**config.mk**
```make
export PLATFORM = sky130hd
export DESIGN_NAME = conv_layer_sched
export DESIGN_NICKNAME = d
export VERILOG_FILES = /design/src/rtl/conv_sched_pkg.sv /design/src/rtl/conv_sched_frame_cnt.sv /design/src/rtl/conv_layer_sched.sv
export SDC_FILE = /design/constraint.sdc
export NUM_CORES = 1
export LEC_CHECK = 0
export CAP_MARGIN = 20
export CORE_MARGIN = 2
export CORE_UTILIZATION = 47
export DETAILED_ROUTE_END_ITERATION = 8
export PLACE_DENSITY = 0.95
export SETUP_SLACK_MARGIN = 0.5
export SKIP_CTS_REPAIR_TIMING = 1
export SLEW_MARGIN = 20
export SYNTH_ARGS = -nofsm -noshare
export SYNTH_HDL_FRONTEND = slang
export SYNTH_SLANG_ARGS = --single-unit
```
**constraint.sdc**
```tcl
create_clock -name clk -period 5.12 [get_ports clk]
set_input_delay 1.024 -clock clk [delete_from_list [all_inputs] [get_ports clk]]
set_output_delay 1.024 -clock clk [all_outputs]
set_load 0.01 [all_outputs]
```
**src/rtl/conv_sched_pkg.sv**
```systemverilog
// Shared types and default widths for the conv layer scheduler.
package conv_sched_pkg;

    localparam int unsigned PIX_W  = 16;
    localparam int unsigned FLT_W  = 8;
    localparam int unsigned DATA_W = 32;

    typedef enum logic [2:0] {
        S_IDLE,
        S_START,
        S_RUN,
        S_DRAIN,
        S_NEXT,
        S_FIN,
        S_ERR
    } state_e;

endpackage

```
**src/rtl/conv_sched_frame_cnt.sv**
```systemverilog
// Pixel/filter position counters for the active layer, with map framing flags.
module conv_sched_frame_cnt #(
    parameter int unsigned PIX_W = conv_sched_pkg::PIX_W,
    parameter int unsigned FLT_W = conv_sched_pkg::FLT_W
) (
    input  logic             clk,
    input  logic             rst,
    input  logic             load,
    input  logic [PIX_W-1:0] pix_in,
    input  logic [FLT_W-1:0] flt_in,
    input  logic             beat,
    output logic [FLT_W-1:0] filter,
    output logic             sof_c,
    output logic             eom_c,
    output logic             layer_complete_c,
    output logic             cfg_zero_c
);

    logic [PIX_W-1:0] pix_q;
    logic [PIX_W-1:0] p_q;
    logic [FLT_W-1:0] flt_q;
    logic [FLT_W-1:0] f_q;

    // Map sizes are latched at layer start so later input changes are ignored.
    always_ff @(posedge clk or posedge rst) begin
        if (rst) begin
            pix_q <= '0;
            flt_q <= '0;
            p_q   <= '0;
            f_q   <= '0;
        end else if (load) begin
            pix_q <= pix_in;
            flt_q <= flt_in;
            p_q   <= '0;
            f_q   <= '0;
        end else if (beat) begin
            if (eom_c) begin
                p_q <= '0;
                f_q <= f_q + FLT_W'(1);
            end else begin
                p_q <= p_q + PIX_W'(1);
            end
        end
    end

    assign filter           = f_q;
    assign sof_c            = (p_q == '0);
    assign eom_c            = (p_q == pix_q - PIX_W'(1));
    assign layer_complete_c = eom_c && (f_q == flt_q - FLT_W'(1));
    assign cfg_zero_c       = (pix_q == '0) || (flt_q == '0);

endmodule

```
**src/rtl/conv_layer_sched.sv**
```systemverilog
// Sequences a chain of layer engines and merges their output into one tagged stream.
// Optional stall watchdog: define CONV_LAYER_SCHED_WATCHDOG_EN.
module conv_layer_sched #(
    parameter int unsigned NUM_LAYERS     = 4,
    parameter int unsigned DATA_W         = conv_sched_pkg::DATA_W,
    parameter int unsigned PIX_W          = conv_sched_pkg::PIX_W,
    parameter int unsigned FLT_W          = conv_sched_pkg::FLT_W,
    parameter int unsigned LID_W          = 2,
    parameter int unsigned TIMEOUT_CYCLES = 65535
) (
    input  logic                         clk,
    input  logic                         rst,
    input  logic                         run,
    output logic                         busy,
    output logic                         seq_done,
    output logic                         err,
    input  logic [NUM_LAYERS*PIX_W-1:0]  lyr_pixels,
    input  logic [NUM_LAYERS*FLT_W-1:0]  lyr_filters,
    output logic [NUM_LAYERS-1:0]        eng_start,
    input  logic [NUM_LAYERS-1:0]        eng_done,
    input  logic [NUM_LAYERS-1:0]        eng_valid,
    input  logic [NUM_LAYERS*DATA_W-1:0] eng_data,
    output logic                         m_valid,
    output logic [DATA_W-1:0]            m_data,
    output logic [LID_W-1:0]             m_layer,
    output logic [FLT_W-1:0]             m_filter,
    output logic                         m_sof,
    output logic                         m_eom
);

    import conv_sched_pkg::*;

    if (((1 << LID_W) < NUM_LAYERS) || (TIMEOUT_CYCLES == 0)) begin : g_bad_cfg
        $error("conv_layer_sched: LID_W too narrow for NUM_LAYERS or TIMEOUT_CYCLES is zero");
    end

    state_e state_q, state_d;

    logic [LID_W-1:0]      l_q, l_d;
    logic [NUM_LAYERS-1:0] start_d;
    logic                  busy_d, seq_done_d, err_d;
    logic                  load_c, beat_c, act_valid_c, act_done_c, wd_timeout_c;
    logic [FLT_W-1:0]      filter;
    logic                  sof_c, eom_c, layer_complete_c, cfg_zero_c;

    logic [PIX_W-1:0]  pix_arr [NUM_LAYERS];
    logic [FLT_W-1:0]  flt_arr [NUM_LAYERS];
    logic [DATA_W-1:0] dat_arr [NUM_LAYERS];

    for (genvar i = 0; i < NUM_LAYERS; i++) begin : g_slice
        assign pix_arr[i] = lyr_pixels[i*PIX_W +: PIX_W];
        assign flt_arr[i] = lyr_filters[i*FLT_W +: FLT_W];
        assign dat_arr[i] = eng_data[i*DATA_W +: DATA_W];
    end

    assign act_valid_c = eng_valid[l_q];
    assign act_done_c  = eng_done[l_q];
    assign beat_c      = (state_q == S_RUN) && act_valid_c;

    conv_sched_frame_cnt #(
        .PIX_W (PIX_W),
        .FLT_W (FLT_W)
    ) u_frame_cnt (
        .clk              (clk),
        .rst              (rst),
        .load             (load_c),
        .pix_in           (pix_arr[l_d]),
        .flt_in           (flt_arr[l_d]),
        .beat             (beat_c),
        .filter           (filter),
        .sof_c            (sof_c),
        .eom_c            (eom_c),
        .layer_complete_c (layer_complete_c),
        .cfg_zero_c       (cfg_zero_c)
    );

`ifdef CONV_LAYER_SCHED_WATCHDOG_EN
    localparam int unsigned WD_W = $clog2(TIMEOUT_CYCLES + 1);
    logic [WD_W-1:0] wd_q;

    // Counts cycles since the last start or accepted beat; wd_q is 0 in the start cycle.
    always_ff @(posedge clk or posedge rst) begin
        if (rst) begin
            wd_q <= '0;
        end else if (load_c || beat_c) begin
            wd_q <= '0;
        end else if (state_q inside {S_START, S_RUN, S_DRAIN}) begin
            wd_q <= wd_q + WD_W'(1);
        end
    end

    assign wd_timeout_c = (state_q inside {S_RUN, S_DRAIN}) &&
                          (wd_q == WD_W'(TIMEOUT_CYCLES - 1));
`else
    assign wd_timeout_c = 1'b0;
`endif

    always_ff @(posedge clk or posedge rst) begin
        if (rst) begin
            state_q <= S_IDLE;
        end else begin
            state_q <= state_d;
        end
    end

    always_comb begin
        state_d = state_q;
        case (state_q)
            S_IDLE:  if (run) state_d = S_START;
            S_START: state_d = cfg_zero_c ? S_ERR : S_RUN;
            S_RUN: begin
                if (beat_c && layer_complete_c) begin
                    state_d = act_done_c ? S_NEXT : S_DRAIN;
                end else if (act_done_c || (wd_timeout_c && !beat_c)) begin
                    state_d = S_ERR;
                end
            end
            S_DRAIN: begin
                if (act_valid_c || wd_timeout_c) begin
                    state_d = S_ERR;
                end else if (act_done_c) begin
                    state_d = S_NEXT;
                end
            end
            S_NEXT:  state_d = (l_q == LID_W'(NUM_LAYERS - 1)) ? S_FIN : S_START;
            S_FIN:   state_d = S_IDLE;
            S_ERR:   state_d = S_IDLE;
            default: state_d = S_IDLE;
        endcase
    end

    // Registered outputs are computed from the next state so they align with it.
    always_comb begin
        l_d        = l_q;
        load_c     = 1'b0;
        start_d    = '0;
        err_d      = err_q_hold();
        busy_d     = state_d inside {S_START, S_RUN, S_DRAIN, S_NEXT};
        seq_done_d = (state_d == S_FIN);
        if ((state_q == S_IDLE) && (state_d == S_START)) begin
            l_d   = '0;
            err_d = 1'b0;
        end else if ((state_q == S_NEXT) && (state_d == S_START)) begin
            l_d = l_q + LID_W'(1);
        end
        if (state_d == S_ERR) begin
            err_d = 1'b1;
        end
        if (state_d == S_START) begin
            load_c = 1'b1;
            if ((pix_arr[l_d] != '0) && (flt_arr[l_d] != '0)) begin
                start_d = NUM_LAYERS'(1) << l_d;
            end
        end
    end

    function automatic logic err_q_hold();
        return err;
    endfunction

    always_ff @(posedge clk or posedge rst) begin
        if (rst) begin
            l_q       <= '0;
            busy      <= 1'b0;
            seq_done  <= 1'b0;
            err       <= 1'b0;
            eng_start <= '0;
            m_valid   <= 1'b0;
            m_data    <= '0;
            m_layer   <= '0;
            m_filter  <= '0;
            m_sof     <= 1'b0;
            m_eom     <= 1'b0;
        end else begin
            l_q       <= l_d;
            busy      <= busy_d;
            seq_done  <= seq_done_d;
            err       <= err_d;
            eng_start <= start_d;
            m_valid   <= beat_c;
            if (beat_c) begin
                m_data   <= dat_arr[l_q];
                m_layer  <= l_q;
                m_filter <= filter;
                m_sof    <= sof_c;
                m_eom    <= eom_c;
            end
        end
    end

endmodule

```
==> results.json <==
{
  "grt_pass1_vias": 7023,
  "crit_fanout": 19,
  "floorplan.initialDensity": 0.478,
  "worst_pin_slew_ns": 0.742,
  "rows": 44,
  "dieArea_um2": 15600,
  "post-dp-hpwl_um": 18300,
  "synth_edf_count": 0,
  "whs_ns": 0.478,
  "wl_per_cell_um": 19.1,
  "grt_pass1_wl_um": 37700,
  "routabilityCongestion": 0.955,
  "maxSlewViolCount": 0,
  "synth_cell_types": 68,
  "die_w_um": 125,
  "start_kind": "input pin",
  "crit_required_ns": 5.34,
  "numPortBuffers": 286,
  "synth_top_cell_by_area": "dfrtp_1",
  "crit_type": "input pin to flop",
  "finalClockSkew_ns": 0.0103,
  "max_slew_margin": 0.505,
  "post-route-util": 0.702,
  "cts_root_buffer": "clkbuf_16",
  "vias": 7112,
  "seq_area_frac_synth": 0.381,
  "seq_power_share": 0.304,
  "nNetsFinal": 1274,
  "cts_sinks": 105,
  "drc_errors": 0,
  "p_int_w": 0.00270,
  "boundaryPins": 287,
  "reg2reg_setup_slack_ns": 1.41,
  "p_sw_w": 0.00194,
  "maxCapViolCount": 0,
  "crit_start": "run",
  "ys_ff_latch": 105,
  "grt_remaining_overflow": 0,
  "area_growth_pct": 47.1,
  "power_density_nw_per_um2": 457,
  "pwr-share-clk": 0.160,
  "ys_top_cells_by_area": "dfrtp_1 38%, mux4_2 11%, nand2_1 11%, nor2_1 3.1%, xnor2_1 3.1%",
  "arrival_ns": 4.22,
  "ir_worst_vdd_mv": 0.346,
  "critPathCapture": "eng_start[2]$_DFF_PP0_",
  "antenna_found_initial": 2,
  "cts-htree-levels": 3,
  "cts_tree": "built",
  "clockBufferDepth": 2,
  "drive_above_1_share": 0.0819,
  "p_leak_nw": 4.18,
  "cp-end-kind": "flop",
  "r2r_cells": 11,
  "finalSetupViolations": 0,
  "synth_cells": 780,
  "vias_per_cell": 5.81,
  "dp_slack_ns": 0.840,
  "clk_latency_ns": 0.35,
  "stdcell_count": 1224,
  "ant_nets": 0,
  "syn-num-nets": 1021,
  "dp.cells": 1206,
  "hold_violations": 0,
  "fin_ws_ns": 1.13,
  "grt_start_max_net_pins": 83,
  "clock.fmax_mhz": 250,
  "p_sw_frac": 0.418,
  "yosysTopAreaCellShare": 0.381,
  "status": "complete, no violations",
  "yosys_warnings": 0,
  "postSynthAreaPerCell_um2": 8.83,
  "post-route-period-util": 0.780,
  "rsz0062_at_grt": "false",
  "r2r-start": "l_q[1]$_DFF_PP0_",
  "fin_setup_tns_ns": 0,
  "async_flop_share": 1.00,
  "core_um2": 14400,
  "r2r_end": "eng_start[2]$_DFF_PP0_",
  "power_frac_comb": 0.536,
  "track_usage": 0.300,
  "cts_buffers": 9,
  "syn_area_um2": 6890,
  "finalCriticalPeriod_ns": 3.99,
  "routed_wirelength_um": 23400,
  "ys.flop_type": "dfrtp_1",
  "drt_iter0_markers": 632,
  "min_path_type": "flop to flop",
  "die_y_um": 125,
  "drt-pass1-iter-count": 8,
  "clkTransAtPathRegs_ns": 0.08
}
## synth_stat cells (4+ instances only)
cell,number
mux4_2,34
xnor2_1,24
a222oi_1,4
nand4_1,9
nand2_1,200
buf_1,7
dfrtp_1,105
a22oi_1,16
or3_1,8
nor4_1,18
nor2b_1,6
nand3_1,28
and3_1,8
nor2_1,56
o21ai_0,36
inv_1,18
ha_1,6
nor3b_1,6
nor2_2,10
xor2_1,18
clkbuf_1,31
nor4b_1,4
a31oi_1,14
buf_6,5
buf_2,9
and2_1,6
nor3_1,16
nand3b_1,4
a21oi_1,15
## power groups by stage
stage | clock network [W] | registers, W | logic [W]
global placement | 0 | 0.00139 | 0.00238
CTS | 0.000750 | 0.00140 | 0.00247
floorplan | 0 | 0.00136 | 0.00163
finish | 0.000744 | 0.00141 | 0.00248
detailed placement | 0 | 0.00141 | 0.00244
global route | 0.000784 | 0.00144 | 0.00272
## flip-flops by register name, indices dropped and copies added, names as in the netlist
signal / flops
m_eom: 1
state_q: 3
u_frame_cnt.pix_q: 16
m_filter: 8
m_sof: 1
err: 1
u_frame_cnt.p_q: 16
eng_start: 4
m_data: 32
u_frame_cnt.flt_q: 8
m_layer: 2
busy: 1
m_valid: 1
l_q: 2
seq_done: 1
u_frame_cnt.filter: 8
## layout make-up
cell class / instances / area (um^2)
Antenna cell: 2 / 5.00
Clock inverter: 6 / 90.1
Clock buffer: 10 / 229
Fill cell: 1090 / 4290
Inverter: 20 / 80.1
Sequential cell: 105 / 2630
Multi-Input combinational cell: 603 / 3950
Timing Repair Buffer: 294 / 2920
Tap cell: 184 / 230
## critical path, stage by stage
cell and delay [ns]:
clkdlybuf4s50_1 0.48, or2_1 0.19, nand3_1 0.37, a22oi_1 0.65
clkinv_1 0.56, a21oi_1 0.28, a22o_1 0.17, and3_1 0.16
and4_1 0.26, nor3b_1 0.08
## layout by cell type (no fill, tap or decap), types with 3 or more instances in the layout
cell	count
clkdlybuf4s50_1	286
nand2_1	200
dfrtp_1	104
nor2_1	56
o21ai_0	36
mux4_2	34
nand3_1	27
xnor2_1	24
nor4_1	18
xor2_1	18
inv_1	17
nor3_1	16
a22oi_1	16
a21oi_1	15
a31oi_1	14
nor2_2	10
nand4_1	9
clkbuf_16	9
and3_1	8
or3_1	8
buf_4	8
nor3b_1	6
nor2b_1	6
and2_1	6
ha_1	6
a222oi_1	4
nand3b_1	4
nor4b_1	4
a22o_1	3
a31o_2	3
nand2b_1	3
a21boi_0	3
o31ai_1	3
or4_1	3
mux2i_1	3
## worst min-delay path by stage
stage / from / end / slack [ns] / depth (start not counted)
after floorplan: u_frame_cnt.filter[7]$_DFFE_PP0P_ / m_filter[7]$_DFFE_PP0P_ / 0.49 / 2
after global placement: m_data[26]$_DFFE_PP0P_ / m_data[26]$_DFFE_PP0P_ / 0.46 / 2
after detailed placement: m_data[1]$_DFFE_PP0P_ / m_data[1]$_DFFE_PP0P_ / 0.47 / 2
after CTS: m_data[1]$_DFFE_PP0P_ / m_data[1]$_DFFE_PP0P_ / 0.48 / 2
after global routing: m_filter[3]$_DFFE_PP0P_ / m_filter[3]$_DFFE_PP0P_ / 0.50 / 2
final: m_data[15]$_DFFE_PP0P_ / m_data[15]$_DFFE_PP0P_ / 0.48 / 2
## cells by family (layout without fill, tap and decap cells)
family                   count (synthesis)  after routing  synth area share
buffers and inverters                   72            330            0.0463
flip-flops                             105            105             0.381
multiplexers                            38             38             0.117
XOR/XNOR                                42             42            0.0534
AND/OR/NAND/NOR                        402            402             0.278
other                                    0              2                 0
adder cells (fa/ha/maj)                  6              6            0.0109
AO/OA/AOI/OAI                          115            115             0.113
## stage by stage
stage	area, um^2	total power (W)
3_3_place_gp	9810	0.00377
2_1_floorplan	6890	0.00299
6_report	10100	0.00463
3_5_place_dp	9810	0.00386
5_1_grt	10100	0.00494
4_1_cts	10100	0.00461
## per-layer routing
layer,GRT usage,vias to the layer above,share of wire
li1,-,3266,-
met1,0.401,3441,0.40
met2,0.490,366,0.49
met3,0.0740,39,0.092
met4,0.0830,0,0.023
met5,0,-,0
Note: power is estimated with default switching activity, not from simulation.
